`src/rtl/ifu_fetch_pkg.sv`:
```
// ---------------------------------------------------------------------------
// ifu_fetch_pkg: shared fetch widths and the IF/ID entry type.  Rev 1.0
// ---------------------------------------------------------------------------
`default_nettype none

`ifndef IFU_DEFINES_SVH
`define IFU_DEFINES_SVH
`define PC_WIDTH   32
`define XLEN       32
`define INST_WIDTH 32
`endif

package ifu_fetch_pkg;

    typedef struct packed {
        logic [`PC_WIDTH-1:0]   pc;
        logic [`INST_WIDTH-1:0] inst;
    } fetch_entry_t;

    localparam logic [`PC_WIDTH-1:0] PC_STEP = `PC_WIDTH'(4);

    // Redirect targets are forced to word alignment.
    function automatic logic [`PC_WIDTH-1:0] align_pc(input logic [`PC_WIDTH-1:0] addr);
        return {addr[`PC_WIDTH-1:2], 2'b00};
    endfunction

endpackage

`default_nettype wire

```
`src/rtl/ifu_fetch.sv`:
```
// ---------------------------------------------------------------------------
// ifu_fetch: single-outstanding instruction fetch with one-entry skid buffer.
// Rev 1.0
// ---------------------------------------------------------------------------
`default_nettype none

module ifu_fetch
    import ifu_fetch_pkg::*;
#(
    parameter logic [`PC_WIDTH-1:0] RESET_PC = 32'h8000_0000
) (
    input  logic                   clk,
    input  logic                   rst_n,
    input  logic                   ex_jump_i,
    input  logic [`PC_WIDTH-1:0]   ex_jump_pc_i,
    input  logic                   id_stall_i,
    output logic                   imem_req_o,
    output logic [`PC_WIDTH-1:0]   imem_addr_o,
    input  logic                   imem_gnt_i,
    input  logic                   imem_rvalid_i,
    input  logic [`INST_WIDTH-1:0] imem_rdata_i,
    output logic                   if_valid_o,
    output logic [`PC_WIDTH-1:0]   if_pc_o,
    output logic [`INST_WIDTH-1:0] if_inst_o
);

    typedef enum logic [1:0] {
        IDLE  = 2'd0,
        FETCH = 2'd1,
        WAIT  = 2'd2,
        HOLD  = 2'd3
    } state_t;

    state_t               state;
    logic [`PC_WIDTH-1:0] pc_q;
    logic [`PC_WIDTH-1:0] req_pc_q;
    logic                 kill_q;
    logic                 skid_valid_q;
    fetch_entry_t         skid_q;
    logic                 out_valid_q;
    fetch_entry_t         out_q;

    logic consume;
    logic out_free;

    assign consume     = out_valid_q & ~id_stall_i;
    assign out_free    = ~out_valid_q | consume;

    assign imem_req_o  = (state == FETCH) & ~ex_jump_i;
    assign imem_addr_o = pc_q;

    assign if_valid_o  = out_valid_q;
    assign if_pc_o     = out_q.pc;
    assign if_inst_o   = out_q.inst;

    always_ff @(posedge clk or negedge rst_n) begin
        if (!rst_n) begin
            state        <= IDLE;
            pc_q         <= RESET_PC;
            req_pc_q     <= '0;
            kill_q       <= 1'b0;
            skid_valid_q <= 1'b0;
            skid_q       <= '0;
            out_valid_q  <= 1'b0;
            out_q        <= '0;
        end else if (state != IDLE && ex_jump_i) begin
            // Redirect wins over gnt, rvalid and consumption alike.
            pc_q         <= align_pc(ex_jump_pc_i);
            out_valid_q  <= 1'b0;
            skid_valid_q <= 1'b0;
            if (state == WAIT && !imem_rvalid_i) begin
                kill_q <= 1'b1;
            end else begin
                kill_q <= 1'b0;
                state  <= FETCH;
            end
        end else begin
            if (consume) begin
                out_valid_q <= 1'b0;
            end
            unique case (state)
                IDLE: begin
                    state <= FETCH;
                end
                FETCH: begin
                    if (imem_req_o && imem_gnt_i) begin
                        req_pc_q <= pc_q;
                        pc_q     <= pc_q + PC_STEP;
                        state    <= WAIT;
                    end
                end
                WAIT: begin
                    if (imem_rvalid_i) begin
                        if (kill_q) begin
                            kill_q <= 1'b0;
                            state  <= FETCH;
                        end else if (out_free) begin
                            out_q       <= '{pc: req_pc_q, inst: imem_rdata_i};
                            out_valid_q <= 1'b1;
                            state       <= FETCH;
                        end else begin
                            skid_q       <= '{pc: req_pc_q, inst: imem_rdata_i};
                            skid_valid_q <= 1'b1;
                            state        <= HOLD;
                        end
                    end
                end
                HOLD: begin
                    if (!id_stall_i && skid_valid_q) begin
                        out_q        <= skid_q;
                        out_valid_q  <= 1'b1;
                        skid_valid_q <= 1'b0;
                        state        <= FETCH;
                    end
                end
                default: begin
                    state <= IDLE;
                end
            endcase
        end
    end

endmodule

`default_nettype wire

```
`config.mk`:
```
export PLATFORM = sky130hd
export DESIGN_NAME = ifu_fetch
export DESIGN_NICKNAME = d
export VERILOG_FILES = /design/src/rtl/ifu_fetch_pkg.sv /design/src/rtl/ifu_fetch.sv
export SDC_FILE = /design/constraint.sdc
export NUM_CORES = 1
export LEC_CHECK = 0
export CORE_MARGIN = 1.5
export CORE_UTILIZATION = 40
export CTS_BUF_LIST = sky130_fd_sc_hd__clkbuf_16
export DETAILED_ROUTE_END_ITERATION = 12
export SYNTH_ARGS = -nofsm -noshare
export SYNTH_HDL_FRONTEND = slang
export SYNTH_SLANG_ARGS = --single-unit
```
`constraint.sdc`:
```
create_clock -name clk -period 2.7 [get_ports clk]
set_input_delay 0.54 -clock clk [delete_from_list [all_inputs] [get_ports clk]]
set_output_delay 0.54 -clock clk [all_outputs]
set_load 0.02 [all_outputs]
```
==> results of run 1 <==
[cell usage in the layout (no fill, tap or decap), types with 6 or more instances in the layout]
master	instances
o21ai_0	26
dfrtp_1	188
nand2_1	33
a21oi_1	93
clkdlybuf4s50_1	159
clkbuf_16	17
a31oi_1	11
buf_12	8
inv_6	6
nor3_1	9
mux2_2	90
nor2_1	78
mux2i_1	63
nand3_1	16
buf_4	20
and3_1	8
o22a_1	7
o22ai_1	6
[stage by stage]
stage	utilization [%]	setup slack (ps)
after CTS	53.3	89.0
final	53.3	411
after global placement	50.6	257
after floorplan	-	434
after detailed placement	50.6	237
after global routing	53.3	219
[worst max-delay path, stage by stage, from the launching register on]
cell	delay, ps
dfrtp_1	480
inv_1	160
ha_1	230
nor2b_1	260
nand2_1	120
nor3_2	220
buf_4	340
mux2_2	370
[sequential cells by signal, indices dropped and copies added, names as in the netlist]
signal / flops
if_inst_o: 32
if_pc_o: 30
if_valid_o: 1
imem_addr_o: 30
kill_q: 1
req_pc_q: 30
skid_q: 62
skid_valid_q: 1
state: 2
[power breakdown]
part	total, mW	internal, mW	switching (mW)	leakage (nW)
sequential	4.66	3.83	0.832	2.31
combinational	5.38	2.59	2.79	2.19
clock	2.47	1.31	1.16	0.287
[cell type report]
| type | instances | area share, % |
|---|---|---|
| inverter | 4 | 0.134 |
| sequential | 189 | 42.2 |
| timing repair buffer | 189 | 17.2 |
| multi-input combinational | 514 | 32.3 |
| clock buffer | 17 | 3.79 |
| tap | 275 | 3.07 |
| clock inverter | 15 | 1.34 |
[routing by layer]
layer	global-route usage, %	vias to the layer above
met2	28.4	157
met3	3.43	12
met4	5.25	0
li1	-	3028
met5	0	-
met1	27.0	2985
[kinds of logic (layout without fill, tap and decap cells)]
family          count (synthesis)  in the layout  share of synthesized area, %
flops                         189            189                          55.4
simple gates                  182            182                          10.3
compound gates                170            170                          11.5
mux                           153            153                          19.2
buf+inv                        56            225                          2.88
fa+ha+maj                       5              5                         0.732
other cells                     1              4                        0.0439
[worst max path at each step]
stage | endpoint | cells after the start | slack, ps
floorplan | if_inst_o[0] | 9 | 430
global placement | imem_addr_o[7] | 7 | 260
detailed placement | if_pc_o[5] | 7 | 240
CTS | imem_req_o | 4 | 90
global route | if_pc_o[6] | 8 | 220
finish | skid_q[57] | 7 | 410
[what timing repair did]
item	4_1_cts	5_1_grt
setup endpoints to repair	0	1
resized for setup	0	1
endpoints found under the hold margin	0	0
==> reports/metrics.yaml, run 1 <==
tightest_slew_ps: 510
synth_area_leader_cell: "dfrtp_1"
leakagePower_nw: 4.78
finalMaxSlewViolations: 0
port_buffers: 161
core_area_um2: 21000
grt_max_degree: 59
placed_cell_area_um2: 10600
dp_cells: 1171
cts_buffer_depth: 2
ir_drop_v: 0.000464
path_max_fanout: 19
yosysTopAreaCellShare_pct: 55.0
drt-initial-drc-count: 293
multiInputGateArea_um2: 3620
n_antenna_cell: 0
cellPowerDensity_nw_per_um2: 1120
cts_setup_buffers: 0
cp.required_ps: 3010
wl_mm: 19.8
h-tree-depth: 4
numCtsBuffers: 17
worstSetupPathType: "flop to flop"
ioPinCount: 168
antenna_found_initial: 0
cts_hold_buf: 0
final.min_clock_period_ps: 2290
synth-edff-count: 0
finalNonFillerCells: 1203
ctsRootBufferMaster: "clkbuf_16"
clk_latency_ps: 430
clock-sinks: 189
synth_ff_type: "dfrtp_1"
r2r_end: "skid_q[57]"
first_pass_iters: 4
overflow: 0
syn-mean-instance-area_um2: 11.3
area_growth_pct: 31.2
highest_layer: "met4"
grt_pass1_wl_mm: 32.4
synth_common_cells: "188 x dfrtp_1, 93 x a21oi_1, 90 x mux2_2"
start_util_pct: 40.7
holdCritPathClass: "input pin to async pin"
cp_data_arrival_time_ps: 2600
routedWlPerCell_um: 16.4
layout-drive-gt1-share_pct: 17.9
synth-seq-cells: 189
crit_start: "state[0]"
first_global_vias: 6022
ys_seq_area_share_pct: 55.4
met1_length_mm: 9.69
wl_met3_um: 985
fp.dieArea_um2: 22300
die_h_um: 149
grt.total_usage_pct: 18.6
drc_errors: 0
status: "finished, final reports clean"
relSlewSlack_pct: 65.8
setup.worst_path.start_class: "flop"
fp-row-count: 53
fin_hold_ws_ps: 76.3
cap_violations: 0
regArea_um2: 4730
fin_setup_tns_ps: 0
fin_area_um2: 11200
synth_cells: 756
yosys-top-cells-area: "dfrtp_1 55%, mux2_2 12%, mux2i_1 7.4%"
finalPower_mw: 12.5
ff2ff_path_depth: 7
synthesis.area_um2: 8550
place_congestion: 0.786
met2_length_mm: 8.89
yosysMostFrequentCell: "dfrtp_1"
cts_tree: "done"
fin_crit_sh_pct: 84.8
rsz0062_at_grt: "false"
hold_viol_final: 0
synth_warnings: 0
avgViaCountPerCell: 5.14
via_count: 6182
fillCellCount: 1877
end_kind: "flop"
clk_pin_slew_worst_paths_ps: 80
ant_nets: 0
hpwl_mm: 13.6
reg2reg_slack_ps: 410
max_freq_mhz: 437
setup_viol_count_final: 0
async_reset_ff_share_pct: 100
r2r_start: "state[0]"
fin_skew_ps: 13.7
nNetsFinal: 990
die_w_um: 149
synth.distinct_cells: 58
Note: power is estimated with default switching activity, not from simulation.
==> inputs of run 2 (changes only) <==
Settings changed: PLACE_DENSITY set to 0.67.
Clock period 2.7 ns to 2 ns, I/O delays scaled along.
==> reports/metrics.yaml, run 2 (synthesis results as in run 1) <==
numCtsBuffers: 17  # unchanged
fp-row-count: 53  # unchanged
final.min_clock_period_ps: 1950
setup.worst_path.start_class: "flop"  # unchanged
regMostFlops: "skid_q"  # unchanged
first_global_vias: 6241  # was 6,022
h-tree-depth: 4  # unchanged
routedWlPerCell_um: 16.8  # was 16.4 µm
path_max_fanout: 7  # was 19
die_w_um: 149  # unchanged
nNetsFinal: 1048  # was 990
holdCritPathClass: "input pin to async pin"  # unchanged
drt-initial-drc-count: 348  # was 293
drc_errors: 0  # unchanged
wl_mm: 21.2  # was 19.8 mm
cts_tree: "done"  # unchanged
overflow: 0  # unchanged
fp.dieArea_um2: 22300  # unchanged
n_antenna_cell: 0  # unchanged
leakagePower_nw: 5.19  # was 4.78 nW
crit_path_top_delay_cell: "clkdlybuf4s50_1"  # was dfrtp_1
hold_viol_final: 0  # unchanged
core_area_um2: 21000  # unchanged
setup_viol_count_final: 0  # unchanged
mostFrequentLayoutCells: "177 x dfrtp_1, 144 x clkdlybuf4s50_1, 93 x a21oi_1"  # was 188 x dfrtp_1, 159 x clkdlybuf4s50_1, 93 x a21oi_1
cp.required_ps: 1600  # was 3010 ps
status: "finished, final reports clean"  # unchanged
ant_nets: 0  # unchanged
avgViaCountPerCell: 5.21  # was 5.14
dp_cells: 1214  # was 1,171
ioPinCount: 168  # unchanged
first_pass_iters: 5  # was 4
cp_data_arrival_time_ps: 1550  # was 2600 ps
grt_pass1_wl_mm: 32.9  # was 32.4 mm
clk_latency_ps: 430  # about the same
cellPowerDensity_nw_per_um2: 1460  # was 1120 nW/µm²
ctsRootBufferMaster: "clkbuf_16"  # unchanged
fin_hold_ws_ps: 483  # was 76.3 ps
antenna_found_initial: 0  # unchanged
critical_path.max_stage_delay_ps: 610  # was 480 ps
start_util_pct: 40.7  # unchanged
cts_buffer_depth: 2  # unchanged
largest_reg_flops: 62  # unchanged
grt_max_degree: 55  # was 59
finalNonFillerCells: 1261  # was 1,203
port_buffers: 161  # unchanged
worstSetupPathType: "flop to output port"  # was flop to flop
end_kind: "output port"  # was flop
die_h_um: 149  # unchanged
area_growth_pct: 40.2  # was 31.2%
grt.total_usage_pct: 18.8  # was 18.6%
ir_drop_v: 0.000811  # was 0.000464 V
crit_chain: "buf_4, clkdlybuf4s50_1"  # was inv_1, ha_1, nor2b_1, nand2_1, nor3_2, buf_4, mux2_2
final_common_cell: "dfrtp_1"  # unchanged
rsz0062_at_grt: "true"  # was false
clock-sinks: 189  # unchanged
hpwl_mm: 14.2  # was 13.6 mm
fin_crit_sh_pct: 97.4
max_freq_mhz: 513
clk_pin_slew_worst_paths_ps: 70  # was 80 ps
via_count: 6571  # was 6,182
layout-drive-gt1-share_pct: 25.4  # was 17.9%
finalMaxSlewViolations: 0  # unchanged
cap_violations: 0  # unchanged
fin_skew_ps: 11.6  # was 13.7 ps
place_congestion: 0.832  # was 0.786
==> run 2: final cells by class <==
cell class                      instances  area (µm²)
Fill cell                            1816        9040
Sequential cell                       189        4740
Multi-Input combinational cell        514        3710
Timing Repair Buffer                  247        2610
Clock buffer                           17         425
Tap cell                              275         344
Clock inverter                         15         133
Inverter                                4        15.0
==> run 2: report_power, final <==
group          total, mW  switching (mW)  internal [mW]
combinational       8.25            4.23           4.02
clock               3.21            1.57           1.64
sequential          6.09           0.901           5.19
total               17.5            6.70           10.8
==> run 2: per-stage QoR <==
stage	setup TNS [ps]	total power, mW	setup WS (ps)	instance area (µm²)	utilization [%]
after CTS	0	17.6	1.86	11700	55.5
after global placement	-31160	14.1	-232	11100	52.6
after floorplan	-174	10.4	-80.6	8620	-
after global routing	-294	18.7	-15.1	12000	57.0
after detailed placement	-32130	14.3	-269	11100	52.6
final	0	17.5	51.6	12000	57.0
==> run 2: critical path: cells and delay by family (launching register included) <==
| family | cells | cell delay [ps] |
|---|---|---|
| DFF | 1 | 360 |
| buffers and inverters | 2 | 770 |
==> run 2: final timing paths <==
| path | startpoint | end | slack, ps | depth (start not counted) |
|---|---|---|---|---|
| setup reg to reg | state[0] | skid_q[28] | 60 | 8 |
| hold / removal | rst_n | req_pc_q[8] | 480 | 2 |
| min in group clk | skid_q[10] | skid_q[10] | 510 | 1 |
| max in group asynchronous | rst_n | imem_addr_o[3] | 890 | 3 |
| setup / recovery | imem_addr_o[11] | imem_addr_o[11] | 50 | 2 |
| hold reg to reg | skid_q[10] | skid_q[10] | 510 | 1 |
==> run 2: what timing repair did <==
| item | 4_1_cts | 5_1_grt |
|---|---|---|
| hold buffers | 1 | 0 |
| setup buffers | 1 | 6 |
| pin swaps | 0 | 7 |
| endpoints found under the setup margin | 76 | 140 |
| cloned | 1 | 6 |
| endpoints found under the hold margin | 47 | 0 |
| gates resized for setup | 11 | 37 |
==> run 2: routing by layer <==
layer / vias to the layer above / share of wire, % / GRT usage [%] / wire length [µm]
li1: 3163 / - / - / -
met1: 3188 / 48 / 27.9 / 10200
met5: - / 0 / 0 / 0
met2: 204 / 45 / 28.7 / 9580
met3: 16 / 5.4 / 2.81 / 1150
met4: 0 / 1.1 / 5.25 / 223
